**src/rtl/conv_seq_ctrl.sv**
```systemverilog
// Sequencer for the 1-D convolution MAC datapath: walks every output window,
// drives X/F read addresses, accumulator strobes and the y valid/ready handshake.
module conv_seq_ctrl #(
  parameter int X_SIZE  = 128,
  parameter int F_SIZE  = 32,
  parameter int XA_W    = $clog2(X_SIZE),
  parameter int FA_W    = $clog2(F_SIZE),
  parameter int NUM_OUT = X_SIZE - F_SIZE + 1
) (
  input  logic                               clk,
  input  logic                               reset,
  input  logic                               conv_start,
  input  logic                               m_ready_y,
  output logic [XA_W-1:0]                    x_rd_addr,
  output logic [FA_W-1:0]                    f_rd_addr,
  output logic                               reset_accum,
  output logic                               en_accum,
  output logic                               m_valid_y,
  output logic [$clog2(NUM_OUT+1)-1:0]       out_idx,
  output logic                               busy,
  output logic                               conv_done
);

  localparam int OI_W = $clog2(NUM_OUT + 1);

  localparam logic [FA_W-1:0] TAP_ZERO = FA_W'(0);
  localparam logic [FA_W-1:0] TAP_ONE  = FA_W'(1);
  localparam logic [FA_W-1:0] TAP_TWO  = FA_W'(2);
  localparam logic [FA_W-1:0] F_LAST   = FA_W'(F_SIZE - 1);
  localparam logic [FA_W-1:0] F_PEN    = FA_W'(F_SIZE - 2);
  localparam logic [OI_W-1:0] IDX_ZERO = OI_W'(0);
  localparam logic [OI_W-1:0] IDX_ONE  = OI_W'(1);
  localparam logic [OI_W-1:0] IDX_LAST = OI_W'(NUM_OUT - 1);

  typedef enum logic [2:0] {
    ST_IDLE = 3'd0,
    ST_LOAD = 3'd1,
    ST_MAC  = 3'd2,
    ST_OUT  = 3'd3,
    ST_DONE = 3'd4
  } state_t;

  state_t          state_r;
  logic [FA_W-1:0] t_r;

  // X address of a given tap inside a window; never exceeds X_SIZE-1.
  function automatic logic [XA_W-1:0] x_addr_f(input logic [OI_W-1:0] idx,
                                                input logic [FA_W-1:0] tap);
    return XA_W'(idx) + XA_W'(tap);
  endfunction

  // Tap to address in the MAC cycle after tap t; clamps at the final tap.
  function automatic logic [FA_W-1:0] next_tap_f(input logic [FA_W-1:0] t);
    logic [FA_W-1:0] nt;
    if (t == F_PEN) begin
      nt = F_LAST;
    end else begin
      nt = t + TAP_TWO;
    end
    return nt;
  endfunction

  // Sequencer FSM; every output is a register loaded alongside the next state.
  always_ff @(posedge clk or negedge reset) begin
    if (!reset) begin
      state_r     <= ST_IDLE;
      t_r         <= TAP_ZERO;
      out_idx     <= IDX_ZERO;
      x_rd_addr   <= '0;
      f_rd_addr   <= TAP_ZERO;
      reset_accum <= 1'b0;
      en_accum    <= 1'b0;
      m_valid_y   <= 1'b0;
      busy        <= 1'b0;
      conv_done   <= 1'b0;
    end else begin
      case (state_r)
        ST_IDLE: begin
          if (conv_start) begin
            state_r     <= ST_LOAD;
            out_idx     <= IDX_ZERO;
            busy        <= 1'b1;
            reset_accum <= 1'b1;
            x_rd_addr   <= x_addr_f(IDX_ZERO, TAP_ZERO);
            f_rd_addr   <= TAP_ZERO;
          end
        end
        ST_LOAD: begin
          state_r     <= ST_MAC;
          t_r         <= TAP_ZERO;
          reset_accum <= 1'b0;
          en_accum    <= 1'b1;
          x_rd_addr   <= x_addr_f(out_idx, TAP_ONE);
          f_rd_addr   <= TAP_ONE;
        end
        ST_MAC: begin
          if (t_r == F_LAST) begin
            state_r   <= ST_OUT;
            en_accum  <= 1'b0;
            m_valid_y <= 1'b1;
          end else begin
            t_r       <= t_r + TAP_ONE;
            x_rd_addr <= x_addr_f(out_idx, next_tap_f(t_r));
            f_rd_addr <= next_tap_f(t_r);
          end
        end
        ST_OUT: begin
          // accumulator is frozen here until the consumer takes the window
          if (m_ready_y) begin
            m_valid_y <= 1'b0;
            if (out_idx == IDX_LAST) begin
              state_r   <= ST_DONE;
              conv_done <= 1'b1;
            end else begin
              state_r     <= ST_LOAD;
              out_idx     <= out_idx + IDX_ONE;
              reset_accum <= 1'b1;
              x_rd_addr   <= x_addr_f(out_idx + IDX_ONE, TAP_ZERO);
              f_rd_addr   <= TAP_ZERO;
            end
          end
        end
        ST_DONE: begin
          state_r   <= ST_IDLE;
          conv_done <= 1'b0;
          busy      <= 1'b0;
          out_idx   <= IDX_ZERO;
        end
        default: begin
          state_r     <= ST_IDLE;
          t_r         <= TAP_ZERO;
          out_idx     <= IDX_ZERO;
          reset_accum <= 1'b0;
          en_accum    <= 1'b0;
          m_valid_y   <= 1'b0;
          busy        <= 1'b0;
          conv_done   <= 1'b0;
        end
      endcase
    end
  end

  conv_seq_ctrl_chk #(
    .X_SIZE  (X_SIZE),
    .XA_W    (XA_W),
    .NUM_OUT (NUM_OUT),
    .OI_W    (OI_W)
  ) u_chk (
    .clk         (clk),
    .reset       (reset),
    .m_ready_y   (m_ready_y),
    .x_rd_addr   (x_rd_addr),
    .reset_accum (reset_accum),
    .en_accum    (en_accum),
    .m_valid_y   (m_valid_y),
    .out_idx     (out_idx),
    .busy        (busy),
    .conv_done   (conv_done)
  );

endmodule

// Protocol properties of the sequencer outputs.
module conv_seq_ctrl_chk #(
  parameter int X_SIZE  = 128,
  parameter int XA_W    = 7,
  parameter int NUM_OUT = 97,
  parameter int OI_W    = 7
) (
  input logic            clk,
  input logic            reset,
  input logic            m_ready_y,
  input logic [XA_W-1:0] x_rd_addr,
  input logic            reset_accum,
  input logic            en_accum,
  input logic            m_valid_y,
  input logic [OI_W-1:0] out_idx,
  input logic            busy,
  input logic            conv_done
);

  a_strobe_excl: assert property (@(posedge clk) disable iff (!reset)
    !(reset_accum && en_accum))
    else $error("reset_accum and en_accum both high");

  a_valid_quiet: assert property (@(posedge clk) disable iff (!reset)
    m_valid_y |-> (!en_accum && !reset_accum))
    else $error("accumulator strobe while y valid");

  a_valid_hold: assert property (@(posedge clk) disable iff (!reset)
    (m_valid_y && !m_ready_y) |=> (m_valid_y && $stable(out_idx)))
    else $error("y valid dropped or index moved under backpressure");

  a_done_pulse: assert property (@(posedge clk) disable iff (!reset)
    conv_done |=> (!conv_done && !busy))
    else $error("conv_done not a single pulse into idle");

  a_idx_range: assert property (@(posedge clk) disable iff (!reset)
    int'(out_idx) < NUM_OUT)
    else $error("out_idx out of range");

  a_xaddr_range: assert property (@(posedge clk) disable iff (!reset)
    int'(x_rd_addr) < X_SIZE)
    else $error("x_rd_addr out of range");

endmodule

```
**config.mk**
```make
export PLATFORM = sky130hd
export DESIGN_NAME = conv_seq_ctrl
export DESIGN_NICKNAME = d
export VERILOG_FILES = /design/src/rtl/conv_seq_ctrl.sv
export SDC_FILE = /design/constraint.sdc
export NUM_CORES = 1
export LEC_CHECK = 0
export ABC_AREA = 1
export CAP_MARGIN = 5
export CORE_UTILIZATION = 50
export DETAILED_ROUTE_END_ITERATION = 8
export PLACE_DENSITY = 0.74
export SLEW_MARGIN = 20
export SYNTH_ARGS = -nofsm -noshare
export SYNTH_HDL_FRONTEND = slang
export SYNTH_HIERARCHICAL = 1
export SYNTH_SLANG_ARGS = --single-unit
```
**constraint.sdc**
```tcl
create_clock -name clk -period 4.9 [get_ports clk]
set_clock_uncertainty 0.05 [all_clocks]
set_input_delay 0.98 -clock clk [delete_from_list [all_inputs] [get_ports clk]]
set_output_delay 0.98 -clock clk [all_outputs]
set_load 0.01 [all_outputs]
```
==> out/results.tsv <==
metric	value	unit
status	complete, no violations	
cap_violations	0	
clk_latency	0.29	ns
combPwrFrac	50.1	%
postSynthCellCount	276	
relSlewSlack	69.9	%
regArea	801	um2
fin_crit	2.53	ns
vias_per_cell	5.01	
core_area	3800	um2
placed_area	2370	um2
max-clock-path-buffers	2	
switching_share	44.5	%
die_w	66.2	um
pin_count	28	
dieArea	4380	um2
rsz0062_at_grt	false	
critPathCaptureType	flop	
netlist.top_cell.by_area	dfrtp_1	
ir_drop	0.278	mV
wl_per_cell	12.1	um
antenna_left	0	
start_util	54.2	%
layout.cells.non_filler	357	
p_leak	1.30	nW
ys_warn_count	6	
hp-class	reg -> reg	
grt.total_usage	23.4	%
setup_viol	0	
p_sw	0.503	mW
globalRouteOverflowTotal	0	
synth_area	2060	um2
synth_seq_cells	32	
port_buffers	27	
post-route-period-util	51.6	%
htree_levels	2	
grt_pass1_vias	1727	
grt_pass1_wl	7630	um
clock_power_share	17.7	%
drive_gt1_share	9.39	%
cts_buffers	5	
cts-root-buf	clkbuf_8	
numClockSinks	32	
seqPwrFrac	32.2	%
worst_pin_slew	0.451	ns
avgSynthCellArea	7.46	um2
antenna_found_initial	0	
layout.nets	325	
drv_slew	0	
final_hold_viol_count	0	
busiest_layer	met2	
synthTopCellsByArea	dfrtp_1, nand2_1, ha_1	
critPathArrivalTime	2.66	ns
antenna_cells	0	
drtIter0Drc	162	
wl	4310	um
hpwl	3320	um
internal-power	0.627	mW
synth_ff_type	dfrtp_1	
fmax	0.396	GHz
setup-tns-final	0	ns
grt_max_degree	33	
critPathMaxFanout	5	
areaGrowthSynthToFinish	19.4	%
die_y	66.2	um
start_kind	flop	
grt_use_met1	31.1	%
drc	0	
synth.net_count	293	
design_area	2460	um2
num_rows	22	
gp_congestion	0.890	
first_pass_iters	4	
vias	1789	
met2_usage	36.9	%
powerDensity	460	nW/um2
cts_setup_buffers	0	
synth-edff-count	0	
min_from	x_rd_addr[6]	
rr_startpoint	t_r[0]	
critPathKind	reg -> reg	
clkTransAtPathRegs	0.07	ns
cts_tree	built	
ys_seq_area_share	38.9	%
postCtsHoldBufs	0	
multi_input_area	1080	um2
cp.required	5.03	ns
crit_start	t_r[0]	
placed_cells	349	
synth.distinct_cells	26	
cts_resized	0	
yosysTopAreaCellShare	38.9	%
synth-async-reset-ratio	100	%
fillerInstances	361	
met3_usage	6.21	%
-- worst paths after layout --
path                                end  slack, ns  depth (start not counted)
max                        x_rd_addr[6]       2.37                         19
min                        x_rd_addr[6]       0.44                          2
max reg2reg                x_rd_addr[6]       2.37                         19
min reg2reg                x_rd_addr[6]       0.44                          2
max in group asynchronous     conv_done       3.46                          2
min in group asynchronous    out_idx[3]       1.04                          2
-- power groups by stage --
stage                     clock network [mW]  registers (mW)  logic [mW]
after global placement                     0           0.368       0.556
after detailed placement                   0           0.369       0.568
final                                  0.200           0.364       0.567
after CTS                              0.205           0.364       0.570
after global routing                   0.214           0.372       0.649
after floorplan                            0           0.376       0.396
-- sequential cells by signal, indices dropped and copies added, names as in the netlist, 3 cells and up --
| name | count |
|---|---|
| f_rd_addr | 5 |
| out_idx | 7 |
| state_r | 3 |
| t_r | 5 |
| x_rd_addr | 7 |
-- critical path, stage by stage (launching register included) --
cell and delay [ns]:
dfrtp_1 0.38, inv_1 0.12, ha_1 0.17, nand2_1 0.05
nor2_1 0.12, inv_1 0.10, nand2_1 0.09, ha_1 0.20
inv_1 0.07, fa_1 0.39, inv_1 0.07, nand2_1 0.05
nand2_1 0.10, nand3_1 0.11, nand2_1 0.08, nand2_1 0.04
nand3_1 0.06, nand2_1 0.05, nand2_1 0.05, nand2_1 0.04
-- through the flow --
step | power (mW) | setup slack (ns) | hold WS (ns) | utilization (%)
after floorplan | 0.773 | 2.66 | 0.451 | -
after global placement | 0.924 | 2.36 | 0.434 | 62.4
final | 1.13 | 2.37 | 0.444 | 64.7
after CTS | 1.14 | 2.38 | 0.452 | 64.7
after detailed placement | 0.937 | 2.30 | 0.437 | 62.4
after global routing | 1.23 | 2.13 | 0.487 | 64.7
-- cell families (layout without fill, tap and decap cells) --
group	Yosys count	count (layout)	synth area share, %
compound gates	41	41	10.3
xor+xnor	7	7	2.98
fa+ha+maj	13	13	8.27
buf+inv	42	75	8.51
flops	32	32	38.9
simple gates	141	141	31.1
-- metal layers --
| layer | vias to the layer above | share of wire [%] |
|---|---|---|
| li1 | 931 | - |
| met1 | 812 | 49 |
| met2 | 40 | 45 |
| met3 | 6 | 4.9 |
| met4 | 0 | 1.1 |
| met5 | - | 0 |
-- cell type report --
class | count | area share, %
Multi-Input combinational cell | 202 | 44.0
Inverter | 39 | 6.06
Timing Repair Buffer | 28 | 11.3
Clock inverter | 3 | 0.764
Tap cell | 48 | 2.44
Clock buffer | 5 | 2.80
Sequential cell | 32 | 32.6
-- cells in the final DEF (no fill, tap or decap), types with 4 or more instances in the layout --
cell and n:
a21oi_1 9, clkbuf_8 5, clkdlybuf4s50_1 27, dfrtp_1 32
ha_1 12, inv_1 32, inv_2 6, nand2_1 87
nand2_4 4, nand3_1 12, nor2_1 25, o21ai_0 27
xor2_1 4
-- Yosys cell counts (2+ instances only) --
cell type	n
o22ai_1	3
ha_1	12
dfrtp_1	32
nand4_1	2
nor2_4	2
nor2_1	25
clkbuf_4	2
nand2_2	3
nand3_1	12
xnor2_1	3
inv_2	6
nor2_2	2
nand2_4	4
xor2_1	4
nor3_4	2
inv_1	32
a21oi_1	9
nand2_1	87
o21ai_0	27
No activity file was read; power rests on OpenSTA's default activity.
==> RTL change, RTL diff (same flow settings) <==
Compare `out_idx` against `IDX_LAST` with >= in place of ==.
--- a/src/rtl/conv_seq_ctrl.sv
+++ b/src/rtl/conv_seq_ctrl.sv
@@ -109,5 +109,5 @@
           if (m_ready_y) begin
             m_valid_y <= 1'b0;
-            if (out_idx == IDX_LAST) begin
+            if (out_idx >= IDX_LAST) begin
               state_r   <= ST_DONE;
               conv_done <= 1'b1;
Formal check against the unedited RTL: same outputs for any inputs over 10 cycles, from zero or initial values and one cycle with reset low; that may be too few to reach the edited logic, so the function may still have changed.
==> RTL change against the unedited design <==
- hold slack got worse by 0.011 ns
- routed wire length decreased by 2.4%
- cell area decreased by 3.0%
- synthesized cell count decreased by 5.8%
- count of clock-buffer cells in the layout increased by 1
- power increased by 6.6%
- sequential cell count unchanged
- worst setup slack improved by 0.069 ns
- synthesized area decreased by 3.4%
- critical path type is now reg -> out
- largest power group unchanged
==> RTL change: results (changes against the unedited design) <==
The flow ran to the end, and the final reports show no timing, DRC or antenna violations. Placer's final routability congestion estimate: 0.891 (was 0.890). The cell class contributing the biggest share of worst-path delay was buffers and inverters (was simple AND/OR/NAND/NOR gates).

Leading post-synthesis cells by cell area: sky130_fd_sc_hd__dfrtp_1, sky130_fd_sc_hd__nand2_1, sky130_fd_sc_hd__ha_1, sky130_fd_sc_hd__inv_1, sky130_fd_sc_hd__nand3_1 (was sky130_fd_sc_hd__dfrtp_1, sky130_fd_sc_hd__nand2_1, sky130_fd_sc_hd__ha_1, sky130_fd_sc_hd__o21ai_0, sky130_fd_sc_hd__inv_1). Master of the slowest instance on the critical path: sky130_fd_sc_hd__clkdlybuf4s50_1 (was sky130_fd_sc_hd__fa_1). For the half-perimeter wire length after detailed placement, the log shows 3270 um (was 3320 um). The post-synthesis net count came out at 277 (was 293).

Worst min-delay path endpoint: m_valid_y (was x_rd_addr[6]). The largest stage delay on the critical path was 0.60 ns (was 0.39 ns). The number of global-route vias before repair came out at 1684 (was 1727). The cell depth of the worst flop-to-flop path was 15 (was 19); the arrival time reported for the critical path endpoint was 1.43 ns (was 2.66 ns). Highest net fanout along the worst path: 10 (was 5). The peak supply drop came out at 253 uV (was 278 uV). The fraction of final layout cells with drive strength greater than 1 was 0.0753 (was 0.0939); the leakage power summed over all cells was 0.00122 uW (was 0.00130 uW). Maximum number of pins on one net before global-route repair: 33 (unchanged). The starting DRC count in detailed routing was 113 (was 162); the instance area at placement was 2290 sq um (was 2370 sq um). The post-detailed-route via-to-cell ratio works out to 5.11 (was 5.01). Start point of the worst min-delay path: m_valid_y (was x_rd_addr[6]).

The initial antenna violation count came out at 0 (unchanged). Commonest cells post-synth: sky130_fd_sc_hd__nand2_1, sky130_fd_sc_hd__dfrtp_1, sky130_fd_sc_hd__inv_1 (unchanged). For the tightest slew margin relative to the limit, the log shows 0.523 (was 0.699). The tools report the reg2reg setup slack as 2.61 ns (was 2.37 ns). The detail-routed net length per standard cell was 12.4 um (was 12.1 um); the total routing usage reported by global routing was 0.233 (was 0.234). The count of different cell masters after synthesis is 29 (was 26), and the first-pass GRT wire length is 7400 um (was 7630 um). The number of cells on the worst hold path came out at 2 (unchanged).
[RTL change: changes by cell type after synthesis, sizes merged, moves of 2 or more]
| cell | change |
|---|---|
| nand2 | -2 |
| o21ai | -10 |
| inv | -7 |
| or2 | +2 |
| o31ai | +2 |
| nor3 | -2 |
| nand3 | +9 |
| nand4 | +2 |
| a21oi | -4 |
| nor2 | -8 |
[RTL change: routing by layer]
layer  GRT usage  wire length [um]
met1       0.293              1940
met2       0.392              2040
met3      0.0423               149
met4      0.0978                80
met5           0                 0
[RTL change: logic make-up (layout without fill, tap and decap cells)]
| family | after synthesis | in the layout | share of synthesized area |
|---|---|---|---|
| simple gates | 141 | 141 | 0.317 |
| fa+ha+maj | 13 | 13 | 0.0856 |
| buf+inv | 36 | 68 | 0.0787 |
| flops | 32 | 32 | 0.403 |
| xor+xnor | 7 | 7 | 0.0308 |
| compound gates | 31 | 31 | 0.0856 |
[RTL change: report_power, final]
part           switching (uW)  internal, uW  total [uW]
registers                62.1           330         392
clock network            98.8           112         211
logic                     367           235         602
[RTL change: how the worst max path moves through the flow]
stage	startpoint	to	slack (ns)	cells past startpoint
2_1_floorplan	t_r[0]	x_rd_addr[6]	2.82	15
3_3_place_gp	conv_start	out_idx[2]	2.54	7
3_5_place_dp	conv_start	out_idx[5]	2.51	7
4_1_cts	out_idx[5]	out_idx[5]	2.44	1
5_1_grt	state_r[2]	conv_done	2.28	10
6_report	out_idx[5]	out_idx[5]	2.44	1
[RTL change: area by class of cell]
cell class,count,area (sq um)
multi-input combinational,192,1030
timing repair buffer,28,278
clock buffer,6,82.6
fill,360,1360
sequential,32,801
clock inverter,2,10.0
tap,48,60.1
inverter,32,123
[RTL change: metrics by stage]
stage	power (uW)	setup WS (ns)	utilization	instances	hold WS, ns
floorplan	812	2.82	-	260	0.440
global placement	996	2.54	0.612	332	0.415
detailed placement	997	2.51	0.612	332	0.415
CTS	1220	2.44	0.637	340	0.437
global route	1310	2.28	0.637	340	0.461
finish	1200	2.44	0.637	340	0.433
[RTL change: worst min-delay path, stage by stage (launching register included)]
cell	delay, ns
sky130_fd_sc_hd__dfrtp_1	0.35
sky130_fd_sc_hd__nand2_1	0.05
sky130_fd_sc_hd__nand2_1	0.05
